<file path="config.mk">
export PLATFORM = sky130hd
export DESIGN_NAME = debounce_bank
export DESIGN_NICKNAME = d
export VERILOG_FILES = /design/src/rtl/debounce_bank.sv
export SDC_FILE = /design/constraint.sdc
export NUM_CORES = 1
export LEC_CHECK = 0
export CORE_ASPECT_RATIO = 0.7
export CORE_MARGIN = 2
export CORE_UTILIZATION = 55
export CTS_BUF_LIST = sky130_fd_sc_hd__clkbuf_16
export DETAILED_ROUTE_END_ITERATION = 10
export PLACE_DENSITY = 0.82
export SYNTH_ARGS = -nofsm -noshare
export SYNTH_HDL_FRONTEND = slang
export SYNTH_SLANG_ARGS = --single-unit
</file>
<file path="constraint.sdc">
create_clock -name clock -period 2.85 [get_ports clock]
set_clock_uncertainty 0.15 [all_clocks]
set_input_delay 0.285 -clock clock [delete_from_list [all_inputs] [get_ports clock]]
set_output_delay 0.285 -clock clock [all_outputs]
set_load 0.03 [all_outputs]
</file>
<file path="src/rtl/debounce_bank.sv">
// debounce_bank: bank of independent push-button debouncers sharing one
// prescaler tick.
//
// Each channel synchronises its raw input, then accepts a new level only
// after the synchronised sample has disagreed with the current level for
// STABLE_TICKS consecutive prescaler ticks. Any cycle of agreement aborts
// the attempt. Optional hold detection asserts `held` once the level has
// stayed high for HOLD_TICKS ticks.
//
// Ports:
//   clock         sole clock, rising edge
//   reset_n       synchronous active-low reset
//   button        raw asynchronous inputs, active-high, one bit per channel
//   level         debounced level, registered
//   press         one-cycle pulse in the first cycle level reads 1
//   release_pulse one-cycle pulse in the first cycle level reads 0 after 1
//                 (the bare word `release` is reserved in the language)
//   held          level has been 1 for >= HOLD_TICKS ticks (0 if disabled)
//   any_press     OR of press, same timing as press
module debounce_bank #(
  parameter int CHANNELS     = 4,
  parameter int TICK_BITS    = 19,
  parameter int STABLE_TICKS = 3,
  parameter int HOLD_TICKS   = 0,
  parameter int SYNC_STAGES  = 2
) (
  input  logic                clock,
  input  logic                reset_n,
  input  logic [CHANNELS-1:0] button,
  output logic [CHANNELS-1:0] level,
  output logic [CHANNELS-1:0] press,
  output logic [CHANNELS-1:0] release_pulse,
  output logic [CHANNELS-1:0] held,
  output logic                any_press
);

  localparam int STABLE_W = $clog2(STABLE_TICKS + 1);

  logic [CHANNELS-1:0]  sync_q [SYNC_STAGES];
  logic [CHANNELS-1:0]  sample;
  logic [TICK_BITS-1:0] presc;
  logic                 tick;
  logic [STABLE_W-1:0]  stable_cnt [CHANNELS];
  logic [CHANNELS-1:0]  accept;

  assign sample = sync_q[SYNC_STAGES-1];
  assign tick   = &presc;

  always_ff @(posedge clock) begin
    if (!reset_n) begin
      for (int unsigned k = 0; k < SYNC_STAGES; k++) sync_q[k] <= '0;
    end else begin
      sync_q[0] <= button;
      for (int unsigned k = 1; k < SYNC_STAGES; k++) sync_q[k] <= sync_q[k-1];
    end
  end

  always_ff @(posedge clock) begin
    if (!reset_n) presc <= '0;
    else          presc <= presc + TICK_BITS'(1);
  end

  // A channel flips on the tick that would take its counter to STABLE_TICKS;
  // the counter is cleared on that same edge instead of being stored.
  always_comb begin
    accept = '0;
    for (int unsigned i = 0; i < CHANNELS; i++) begin
      accept[i] = (sample[i] != level[i]) && tick &&
                  (stable_cnt[i] == STABLE_W'(STABLE_TICKS - 1));
    end
  end

  always_ff @(posedge clock) begin
    if (!reset_n) begin
      for (int unsigned i = 0; i < CHANNELS; i++) stable_cnt[i] <= '0;
      level         <= '0;
      press         <= '0;
      release_pulse <= '0;
      any_press     <= 1'b0;
    end else begin
      for (int unsigned i = 0; i < CHANNELS; i++) begin
        if (sample[i] == level[i])  stable_cnt[i] <= '0;
        else if (accept[i])         stable_cnt[i] <= '0;
        else if (tick)              stable_cnt[i] <= stable_cnt[i] + STABLE_W'(1);
      end
      level         <= level ^ accept;
      press         <= accept & sample;
      release_pulse <= accept & ~sample;
      any_press     <= |(accept & sample);
    end
  end

  generate
    if (HOLD_TICKS > 0) begin : g_hold
      localparam int HOLD_W = $clog2(HOLD_TICKS + 1);
      logic [HOLD_W-1:0] hold_cnt [CHANNELS];

      always_ff @(posedge clock) begin
        if (!reset_n) begin
          for (int unsigned i = 0; i < CHANNELS; i++) hold_cnt[i] <= '0;
        end else begin
          for (int unsigned i = 0; i < CHANNELS; i++) begin
            if (!level[i])
              hold_cnt[i] <= '0;
            else if (tick && hold_cnt[i] != HOLD_W'(HOLD_TICKS))
              hold_cnt[i] <= hold_cnt[i] + HOLD_W'(1);
          end
        end
      end

      // Gating with level makes held drop in the same cycle level drops,
      // one cycle before the hold counter itself clears.
      always_comb begin
        held = '0;
        for (int unsigned i = 0; i < CHANNELS; i++) begin
          held[i] = level[i] && (hold_cnt[i] == HOLD_W'(HOLD_TICKS));
        end
      end
    end else begin : g_no_hold
      assign held = '0;
    end
  endgenerate

endmodule

</file>
-- Yosys cells after proc, flatten, opt, wreduce, memory -nomap -nowiden
Memory sizes are Yosys's and may differ from the RTL's.
Cells that the tools add are included.
- bits in registers: 32
- RAM bits: 16
- input port bits: 6
- output and inout port bits: 17
- logic and storage cells: 113
- memories kept: 2
- add/sub/neg operators: 5
- eq/ne operators: 12
- mux-type cells: 61
- bitwise gates (word level): 18
- reduce and logical (&&, ||, !) cells: 10
- memories (name ; depth ; width ; rd ports ; clocked after memory_dff ; write ports ; line ; source):
    stable_cnt ; 4 ; 2 ; 4 ; 0 ; 4 ; 43 ; logic [STABLE_W-1:0] stable_cnt [CHANNELS];
    sync_q ; 2 ; 4 ; 2 ; 0 ; 2 ; 39 ; logic [CHANNELS-1:0] sync_q [SYNC_STAGES];
- operators with widths (kind ; number):
    two-way mux 1 bit ; 47
    two-way mux 2 bit ; 12
    adder 19 x 1 -> 19 bit, second input constant ; 1
    AND reduction 19 bit ; 1
    bitwise OR 1 bit ; 14
    adder 2 x 1 -> 2 bit, second input constant ; 4
    AND 4 bit ; 2
    equality test 2 bit, second input constant ; 4
    logical AND 1 bit ; 8
    two-way mux 4 bit ; 2
    equality test 1 bit ; 4
    inequality test 1 bit ; 4
    inverter 4 bit ; 1
    OR reduction 4 bit ; 1
    bitwise XOR 4 bit ; 1

-- Longest topological paths before layout
An unclocked memory read counts as a cell.
- depth after elaboration: 10
- gate-level depth with buffers: 6

-- Worst setup path before layout
No wires, ideal clock.
- path kind: reg2reg
- start point: register presc[0]
- end point: memory stable_cnt[3][0] (netlist bit), data pin
- setup time: 169 ps
- data arrival time: 1477 ps
- required time: 2531 ps
- setup slack: 1055 ps
- stages on the path, launching flop included: 7
- path buffers: 1
- path through: dfxtp_1 ha_1 nand3_1 nor4_4 nand4_4 buf_6 nor4_4
- RTL lines (item ; line ; source):
    start, declared ; 41 ; logic [TICK_BITS-1:0] presc;
    start signal, assigned ; 60 ; else presc <= presc + TICK_BITS'(1);
    end, declared ; 43 ;

==> flow_metrics.tcl <==
set metrics [dict create \
    vdd_ir_drop_max_mv 0.411 \
    outcome "finished clean" \
    cp.required_ns 2.78 \
    cap_violations 0 \
    yosysSeqAreaShare_pct 49.6 \
    coreArea_um2 3580 \
    gp_congestion 0.802 \
    min_period_ns 2.14 \
    areaGrowthSynthToFinish_pct 15.0 \
    cts_sinks 48 \
    grt_max_degree 42 \
    design_area_um2 2410 \
    seq_power_share_pct 54.4 \
    dp.final_hpwl_um 2740 \
    drc 0 \
    finalWorstSetupSlack_ns 0.708 \
    start_util_pct 58.6 \
    vias 1459 \
    vias_per_cell 5.46 \
    crit_fanout 17 \
    dpl_cell_area_um2 2270 \
    clockBufferDepth 2 \
    p_int_w 0.00103 \
    post-cts-setup-buffer-count 0 \
    placement.io_buffers 18 \
    cts-root-buf "clkbuf_16" \
    power.switching_w 0.000268 \
    powerDensity_nw_per_um2 540 \
    synth.top_cell.area_share_pct 38.2 \
    power_frac_clock_pct 42.0 \
    synth_warnings 0 \
    num_antenna_cells 0 \
    ctsResizeCount 0 \
    startpoint_type "flop" \
    cts_max_level 2 \
    synth_area_leaders "dfxtp_1 (38%), edfxtp_1 (11%), and2_1 (5.4%), xnor2_1 (5.0%), mux2i_1 (3.8%)" \
    cp.arrival_ns 2.07 \
    grt_pass1_wl_um 6500 \
    cts-buffers-inserted 5 \
    syn-cell-area_um2 2100 \
    drtPass1Iterations 4 \
    fin_tns_setup_ns 0 \
    syn_area_per_cell_um2 10.4 \
    post-route-period-util_pct 75.2 \
    setup_violations 0 \
    yosys.area.top_type "dfxtp_1" \
    worstSetupPathType "reg2reg" \
    dp.cells 259 \
    yosysUniqueCellTypes 34 \
    layout.cells.non_filler 267 \
    io_pins 23 \
    timing.fmax_ghz 0.467 \
    synth_cells 201 \
    synth-seq-cells 48 \
    grtUsageTotal_pct 19.5 \
    final_hold_viol_count 0 \
    drv_slew 0 \
    power_switching_share_pct 20.6 \
    wire_per_inst_um 14.2 \
    clk_pin_slew_worst_paths_ns 0.06 \
    die_h_um 55.7 \
    first_global_vias 1416 \
    cts_tree "done" \
    antenna_found_initial 0 \
    fp.dieW_um 77.8 \
    postCtsHoldBufs 0 \
    drt-total-wl_um 3800 \
    end_kind "flop" \
    die-area_um2 4330 \
    drive_above_1_share_pct 6.91 \
    nets 227 \
    power.share.combinational_pct 3.6 \
    rsz0062_at_grt "no" \
    clk_latency_ns 0.29 \
    grt_overflow_total 0 \
    p_leak_nw 0.899 \
    pre_cts_ws_ns 0.764 \
    num_rows 18 \
    hp-class "reg2reg" \
    drtAntennaViolNets 0 \
    drt_iter0_markers 64 \
]
## cells in the mapped netlist (all sizes together)
cell type / instances
nand2: 20
dfxtp: 40
a41oi: 1
o211ai: 2
edfxtp: 8
a21oi: 1
nor2b: 1
ha: 5
o21ai: 1
mux2i: 8
nand2b: 6
conb: 1
a21boi: 1
and3: 4
nand3b: 8
and4: 4
clkbuf: 4
nor2: 4
nor3: 4
nand3: 9
and2: 18
inv: 6
o31ai: 2
xor2: 1
o21a: 1
nor4: 9
buf: 10
nand4: 10
xnor2: 12
## power groups by stage
stage          combinational [W]  sequential (W)  clock (W)
2_1_floorplan          0.0000386        0.000720          0
3_3_place_gp           0.0000442        0.000722          0
3_5_place_dp           0.0000467        0.000723          0
4_1_cts                0.0000471        0.000708   0.000554
5_1_grt                0.0000531        0.000710   0.000578
6_report               0.0000466        0.000709   0.000547
## stage by stage
step	util, %	total power [W]	hold WS, ns
floorplan	-	0.000759	0.262
CTS	67.3	0.00131	0.287
global placement	63.5	0.000766	0.265
finish	67.3	0.00130	0.285
detailed placement	63.5	0.000770	0.273
global route	67.3	0.00134	0.321
## layout by cell type, fill, tap and decap left out
master            n
nor2_1            4
clkinv_1          1
and3_1            4
mux2i_1           8
dfxtp_1          40
o21a_1            1
nor4_1            7
and4_1            3
buf_4             1
clkbuf_16         5
nand4_1           9
a21boi_0          1
nand4_4           1
conb_1            4
nor3_2            4
nor2b_1           1
o31ai_1           2
a41oi_2           1
nand3b_1          8
inv_1             8
edfxtp_1          8
o211ai_1          2
nand2b_1          6
xor2_1            1
nand3_1           9
and2_1           18
and4_4            1
clkdlybuf4s50_1  18
nand2_1          20
a21oi_1           1
o21ai_0           1
ha_1              5
xnor2_1          12
nor4_4            2
## layout make-up
type | instances | area [um^2]
multi-input cells | 136 | 961
flip-flops and latches | 48 | 1040
fillers | 274 | 1170
inverters | 6 | 22.5
well taps | 50 | 62.6
clock inverters | 3 | 11.3
clock buffers | 5 | 125
repair buffers | 19 | 188
## routing by layer
layer / vias up / track usage [%] / part of all wire, %
met4: 0 / 10.5 / 2.4
met1: 687 / 24.6 / 45
li1: 722 / - / -
met3: 9 / 4.71 / 4.6
met2: 41 / 31.0 / 48
met5: - / 0 / 0
## state kept, by name, summed over array words and instances (netlist names)
signal and cells:
stable_cnt 8, release_pulse 4, press 4, presc 19, level 4, any_press 1
sync_q 8
## logic make-up after synthesis
logic type | after synthesis | share of synthesized area, %
AO/OA/AOI/OAI | 9 | 3.40
XOR/XNOR | 13 | 5.43
adder cells (fa/ha/maj) | 5 | 2.98
buffers and inverters | 20 | 5.07
flip-flops | 48 | 49.6
multiplexers | 8 | 3.82
other | 1 | 0.179
AND/OR/NAND/NOR | 97 | 29.5
## critical path: stages, from the launching register on
cell     delay [ns]
dfxtp_1        0.37
ha_1           0.21
nand3_1        0.17
nor4_4         0.37
nand4_4        0.33
nor4_1         0.34
## path summary, 6_finish.rpt
| kind | startpoint | endpoint | slack (ns) | cells past startpoint |
|---|---|---|---|---|
| max | presc[0]$_SDFF_PN0_ | stable_cnt[1][1]$_SDFFCE_PN0P_ | 0.71 | 5 |
| min | sync_q[0][0]$_SDFF_PN0_ | sync_q[0][4]$_SDFF_PN0_ | 0.28 | 1 |
| max reg2reg | presc[0]$_SDFF_PN0_ | stable_cnt[1][1]$_SDFFCE_PN0P_ | 0.71 | 5 |
| min reg2reg | sync_q[0][0]$_SDFF_PN0_ | sync_q[0][4]$_SDFF_PN0_ | 0.28 | 1 |
Note: power is estimated with default switching activity, not from simulation.
